<file path="config.mk">
export PLATFORM = sky130hd
export DESIGN_NAME = instruction_fetch_unit
export DESIGN_NICKNAME = d
export VERILOG_FILES = /design/src/rtl/instruction_fetch_unit.sv
export SDC_FILE = /design/constraint.sdc
export NUM_CORES = 1
export LEC_CHECK = 0
export ABC_AREA = 0
export CORE_MARGIN = 5
export CORE_UTILIZATION = 47
export DETAILED_ROUTE_END_ITERATION = 10
export PLACE_DENSITY = 0.89
export RECOVER_POWER = 50
export SETUP_SLACK_MARGIN = 0.02
export SYNTH_ARGS = -nofsm -noshare
export SYNTH_HDL_FRONTEND = slang
export SYNTH_SLANG_ARGS = --single-unit
</file>
<file path="constraint.sdc">
create_clock -name clk -period 2.8 [get_ports clk]
set_input_delay 0.42 -clock clk [delete_from_list [all_inputs] [get_ports clk]]
set_output_delay 0.42 -clock clk [all_outputs]
set_load 0.01 [all_outputs]
</file>
<file path="src/rtl/instruction_fetch_unit.sv">
// instruction_fetch_unit: owns the PC, issues word addresses to a 1-cycle memory,
// and buffers fetched {pc, instr} pairs in a 2-entry FIFO toward decode.
`default_nettype none

module instruction_fetch_unit #(
    parameter logic [31:0] RESET_PC = 32'h0000_0000,
    parameter logic [31:0] PC_STEP  = 32'd1
) (
    input  logic        clk,
    input  logic        reset,
    output logic [31:0] pc_address,
    input  logic [31:0] mem_instruction,
    input  logic        redirect_valid,
    input  logic [31:0] redirect_target,
    output logic        if_valid,
    input  logic        if_ready,
    output logic [31:0] if_instruction,
    output logic [31:0] if_pc
);

    logic [31:0] fetch_pc_q,    fetch_pc_d;
    logic        inflight_q,    inflight_d;
    logic [31:0] inflight_pc_q, inflight_pc_d;
    logic [31:0] head_pc_q,     head_pc_d;
    logic [31:0] head_instr_q,  head_instr_d;
    logic [31:0] tail_pc_q,     tail_pc_d;
    logic [31:0] tail_instr_q,  tail_instr_d;
    logic [1:0]  count_q,       count_d;

    logic        pop;
    logic        push;
    logic        issue;
    logic [2:0]  occupancy;
    logic [1:0]  remaining;

    assign pc_address     = fetch_pc_q;
    assign if_valid       = (count_q != 2'd0);
    assign if_pc          = head_pc_q;
    assign if_instruction = head_instr_q;

    always_comb begin
        pop       = if_valid && if_ready;
        // Slots that will be committed after this edge's pop; issue only if one is free.
        occupancy = {1'b0, count_q} + {2'b00, inflight_q} - {2'b00, pop};
        issue     = (occupancy < 3'd2) && !redirect_valid;
        push      = inflight_q && !redirect_valid;
        remaining = count_q - {1'b0, pop};

        fetch_pc_d    = fetch_pc_q;
        inflight_d    = inflight_q;
        inflight_pc_d = inflight_pc_q;
        head_pc_d     = head_pc_q;
        head_instr_d  = head_instr_q;
        tail_pc_d     = tail_pc_q;
        tail_instr_d  = tail_instr_q;
        count_d       = count_q;

        if (redirect_valid) begin
            fetch_pc_d = redirect_target;
            inflight_d = 1'b0;
            count_d    = 2'd0;
        end else begin
            if (issue) begin
                inflight_d    = 1'b1;
                inflight_pc_d = fetch_pc_q;
                fetch_pc_d    = fetch_pc_q + PC_STEP;
            end else begin
                inflight_d    = 1'b0;
            end

            if (pop) begin
                head_pc_d    = tail_pc_q;
                head_instr_d = tail_instr_q;
            end

            if (push) begin
                if (remaining == 2'd0) begin
                    head_pc_d    = inflight_pc_q;
                    head_instr_d = mem_instruction;
                end else begin
                    tail_pc_d    = inflight_pc_q;
                    tail_instr_d = mem_instruction;
                end
            end

            count_d = remaining + {1'b0, push};
        end
    end

    always_ff @(posedge clk or negedge reset) begin
        if (!reset) begin
            fetch_pc_q    <= RESET_PC;
            inflight_q    <= 1'b0;
            inflight_pc_q <= 32'd0;
            head_pc_q     <= 32'd0;
            head_instr_q  <= 32'd0;
            tail_pc_q     <= 32'd0;
            tail_instr_q  <= 32'd0;
            count_q       <= 2'd0;
        end else begin
            fetch_pc_q    <= fetch_pc_d;
            inflight_q    <= inflight_d;
            inflight_pc_q <= inflight_pc_d;
            head_pc_q     <= head_pc_d;
            head_instr_q  <= head_instr_d;
            tail_pc_q     <= tail_pc_d;
            tail_instr_q  <= tail_instr_d;
            count_q       <= count_d;
        end
    end

endmodule

`default_nettype wire

</file>
## After elaboration in Yosys (flattened, before gate mapping)

Cells that the tools add are included.

- Magnitude comparators: 1
- Muxes and demuxes: 11
- Reduce and logical (&&, ||, !) cells: 9
- $add $sub $neg: 5
- Bitwise gates (word level): 2

Operators by type and width:

| cell | count |
|---|---|
| 32-bit two-way mux | 8 |
| 32-bit by 1-bit adder with 32-bit output, second input constant | 1 |
| 2-bit nonzero test | 2 |
| 2-bit by 1-bit adder with 3-bit output | 1 |
| 1-bit logical AND | 3 |
| 3-bit by 2-bit < comparator with 1-bit output, second input constant | 1 |
| 3-bit AND reduction | 1 |
| 3-bit by 1-bit subtractor with 3-bit output | 1 |
| 2-bit by 1-bit adder with 2-bit output | 1 |
| 2-bit logical NOT | 1 |
| 1-bit two-way mux | 2 |
| 2-bit two-way mux | 1 |
| 1-bit NOT | 2 |
| 2-bit AND reduction | 1 |
| 2-bit by 1-bit subtractor with 2-bit output | 1 |
| 1-bit logical NOT | 1 |

- Output and inout port bits: 97
- Register bits: 195
- Bits of input ports: 68
- Word-level logic and storage cells: 36

## Depth between registers and ports, before layout

- Depth in word-level cells: 7
- Depth in mapped cells: 12
- Mapped depth without buffers: 10

## Worst setup path before layout

OpenSTA, ideal clock, no wires.

- Path kind: register -> register
- From: register count_q[0]
- To: register fetch_pc_q[30], in the netlist pc_address[30]
- Path slack: -71 ps
- Cell stages (with the launch flop): 10
- Path buffers: 0
- Period minus slack after synthesis: 2871 ps
- Required time: 2731 ps
- Setup time: 69 ps
- Arrival time: 2802 ps
- Cell sequence: dfrtp_1 > nand3b_1 > o21ai_1 > nand2_1 > fa_1 > xnor2_1 > nand3_1 > or3_4 > or4_1 > nand3_1

- Cells in the longest elaborated chain, start to end: 6
- Elaborated cells between the ends (all ways): 7
- Those cells by class: add/sub: 2; order compare: 1; reduce/logical: 4

RTL lines:

| item | line | RTL |
|---|---|---|
| start, declared | 28 | `logic [1:0] count_q, count_d;` |
| start signal, assigned | 108 | `count_q <= count_d;` |
| branches (longest 2 deep; another with 2-bit by 1-bit adder with 3-bit output) | -- |  |
| 3-bit by 1-bit subtractor with 3-bit output (*) | 44 | `occupancy = {1'b0, count_q} + {2'b00, inflight_q} - {2'b00, pop};` |
| 3-bit by 2-bit < comparator with 1-bit output (*) | 45 | `issue = (occupancy < 3'd2) && !redirect_valid;` |
| 1-bit logical AND (*) | 45 |  |
| 2-bit nonzero test (no line) (*) | -- |  |
| end signal, assigned | 101 | `fetch_pc_q <= fetch_pc_d;` |
| end, declared | 21 | `logic [31:0] fetch_pc_q, fetch_pc_d;` |

Mark *: on every way between the ends.
A chain may end at the register's enable or synchronous reset.

## Final worst setup path

- From: register count_q[0]
- To: register fetch_pc_q[16], in the netlist pc_address[16]

Same word-level chain as after synthesis.

==> results.yml <==
synth:
  synth.most_common_cell: "dfrtp_1"
  synth_top_area_share_pct: 58.0
  yosys.area.top_type: "dfrtp_1"
  synth.net_count: 780
  ys_seq_area_share_pct: 58.0
  synthFlopType: "dfrtp_1"
  synth_common_cells: "dfrtp_1, nand2_1, o21ai_0"
  synth-seq-cells: 195
  synthTopCellsByArea: "dfrtp_1, mux2_2, mux2i_1"
  ys_warn_count: 0
  avgSynthCellArea_um2: 11.9
  post_synth_num_cell_types: 31
  synth-edff-count: 0
  syn_inst: 708
  async_flop_share_pct: 100
  syn_area_mm2: 0.00841
timing:
  rsz0062_at_grt: "false"
  fin_crit_sh_pct: 94.9
  setup_violations: 0
  tightest_slew_ns: 1.80
  finalSetupTns_ns: 0
  finalMaxSlewViolations: 72
  relSlewSlack_pct: -19.7
  fin_crit_ns: 2.66
  finalWorstSetupSlack_ns: 0.142
  max_freq_mhz: 376
  whs_ns: 0.486
  final_hold_viol_count: 0
  finClkSkew_ns: 0.00884
outcome:
  status: "finished with violations"
  violations: "capacitance limit, slew limit"
critical_path:
  cpPeakStageDelay_ns: 0.57
  slowest_stage: "fa_2"
  critPathTopFamily: "simple AND/OR/NAND/NOR gates"
  cp-end-kind: "flop"
  critPathKind: "reg -> reg"
  crit_path_cell_trace: "nand3b_1, o21ai_1, nand2_1, fa_2, and4_1, nand3_1, buf_4, nor4_4, xor2_1, mux2_2"
  startpoint_type: "flop"
  critPathLaunch: "count_q[0]"
  path_buf_inv: 1
  timing.rr.start: "count_q[0]"
  cp.arrival_ns: 2.96
  required_ns: 3.10
  worstPathMaxFanout: 5
global_routing:
  grt_pass1_wl_um: 31400
  first_global_vias: 5987
  grt_max_degree: 105
  grt_overflow: 0
  grt_util_all_layers_pct: 19.2
  antenna_found_initial: 0
cts:
  clk-insertion-delay-late_ns: 0.42
  clk_pin_slew_ns: 0.07
  cts_hold_buf: 0
  cts_max_level: 4
  clk_path_buf_depth: 2
  postCtsSetupRepairBufs: 0
  cts.sinks: 195
  clockRootBuffer: "clkbuf_16"
  cts_tree: "built"
  numCtsBuffers: 17
routing:
  first_pass_iters: 5
  vias_per_cell: 5.32
  vias: 5956
  wl_per_cell_um: 17.3
  drtIter0Drc: 358
  drt_wl_total_um: 19400
  final_antenna_net_count: 0
  drc: 0
job:
  max_cap_viol_count: 1
pwr:
  pwr_density_cell_mw_per_mm2: 887
  leakagePower_nw: 4.66
  ir_drop_mv: 0.491
floorplan:
  coreArea_mm2: 0.0178
  io_pins: 165
  start_util_pct: 47.3
  rows: 49
  dieArea_mm2: 0.0207
  dieHeight_um: 144
  fp.dieW_um: 144
place:
  hpwl_um: 13600
  routabilityCongestion: 0.838
  io_buffers: 164
  dp_cells: 1089
  place_worst_setup_slack_ns: -0.450
cells_and_area:
  fillers: 1386
  areaGrowthSynthToFinish_pct: 31.8
  regArea_mm2: 0.00488
  multiInputGateArea_mm2: 0.00342
  drive_gt1_share_pct: 17.6
  antenna_cells: 0
  fin_nets: 951
  fin_cells: 1120
hold_path:
  hp-class: "in -> async"
what timing repair did:
action | CTS | global route
setup endpoints to repair | 2 | 14
pin swaps | 0 | 1
gates resized for setup | 2 | 8
through the flow:
step                      instance area [µm²]  util (%)  power (W)
final                                   11100      62.4    0.00983
after global routing                    11100      62.4     0.0104
after CTS                               11100      62.3     0.0101
after detailed placement                10500      59.1    0.00779
after global placement                  10500      59.1    0.00762
after floorplan                          8420         -    0.00604
kinds of logic after synthesis:
kind of cell             share of synthesized area [%]
flip-flops                                        58.0
AND/OR/NAND/NOR                                   9.34
multiplexers                                      20.7
AO/OA/AOI/OAI                                     5.71
buffers and inverters                             2.20
XOR/XNOR                                          3.33
adder cells (fa/ha/maj)                          0.684
power by group:
part / internal, W / total, W / switching [W]
clock network: 0.00127 / 0.00226 / 0.000998
logic: 0.00170 / 0.00297 / 0.00127
registers: 0.00393 / 0.00460 / 0.000670
total: 0.00689 / 0.00983 / 0.00294
cell usage in the layout, fill, tap and decap left out, types with 2 or more instances in the layout:
master,instances
ha_1,3
clkbuf_16,17
clkinv_2,4
or4_1,3
clkbuf_1,4
mux2_2,85
nor4_2,5
nand4_1,5
nor2_1,6
inv_1,7
clkinvlp_4,3
nand2_1,113
clkbuf_8,2
clkdlybuf4s50_1,115
mux2_1,12
buf_12,6
nor3_1,3
nand3_1,12
xor2_1,14
xnor2_1,17
dfrtp_1,195
nor4_1,4
o21ai_0,86
buf_4,21
mux2i_1,65
o21ai_1,9
and2_1,2
dlygate4sd3_1,46
and4_1,4
and3_1,3
nor2b_1,3
state kept, by name (all words and copies together) (netlist names):
| name | count |
|---|---|
| tail_pc_q | 32 |
| pc_address | 32 |
| if_pc | 32 |
| if_instruction | 32 |
| tail_instr_q | 32 |
| inflight_pc_q | 32 |
| count_q | 2 |
| inflight_q | 1 |
layout make-up:
cell class | count | area share [%]
Sequential cell | 195 | 44.0
Multi-Input combinational cell | 465 | 30.9
Timing Repair Buffer | 193 | 17.3
Clock buffer | 22 | 4.19
Tap cell | 229 | 2.58
Clock inverter | 9 | 0.734
Inverter | 7 | 0.237
worst paths after layout:
kind | slack, ns | cells past startpoint | endpoint
max | 0.14 | 10 | pc_address[16]
min in group clk | 0.49 | 1 | tail_instr_q[25]
max in group asynchronous | 0.65 | 2 | inflight_pc_q[10]
max reg2reg | 0.14 | 10 | pc_address[16]
min | 0.49 | 1 | tail_instr_q[26]
min reg2reg | 0.49 | 1 | tail_instr_q[25]
worst reg2reg max path, cell delays in order (launching register included):
cell and delay, ns:
dfrtp_1 0.37, nand3b_1 0.17, o21ai_1 0.12, nand2_1 0.09, fa_2 0.57, and4_1 0.24, nand3_1 0.15, buf_4 0.20
nor4_4 0.28, xor2_1 0.09, mux2_2 0.27
layer usage:
metal	share of wire, %	vias up	GRT usage, %
met1	45	2939	26.9
met5	0	-	0
li1	-	2811	-
met3	6.7	15	4.89
met4	0.84	0	4.41
met2	47	191	30.4
No activity file was read; power rests on OpenSTA's default activity.
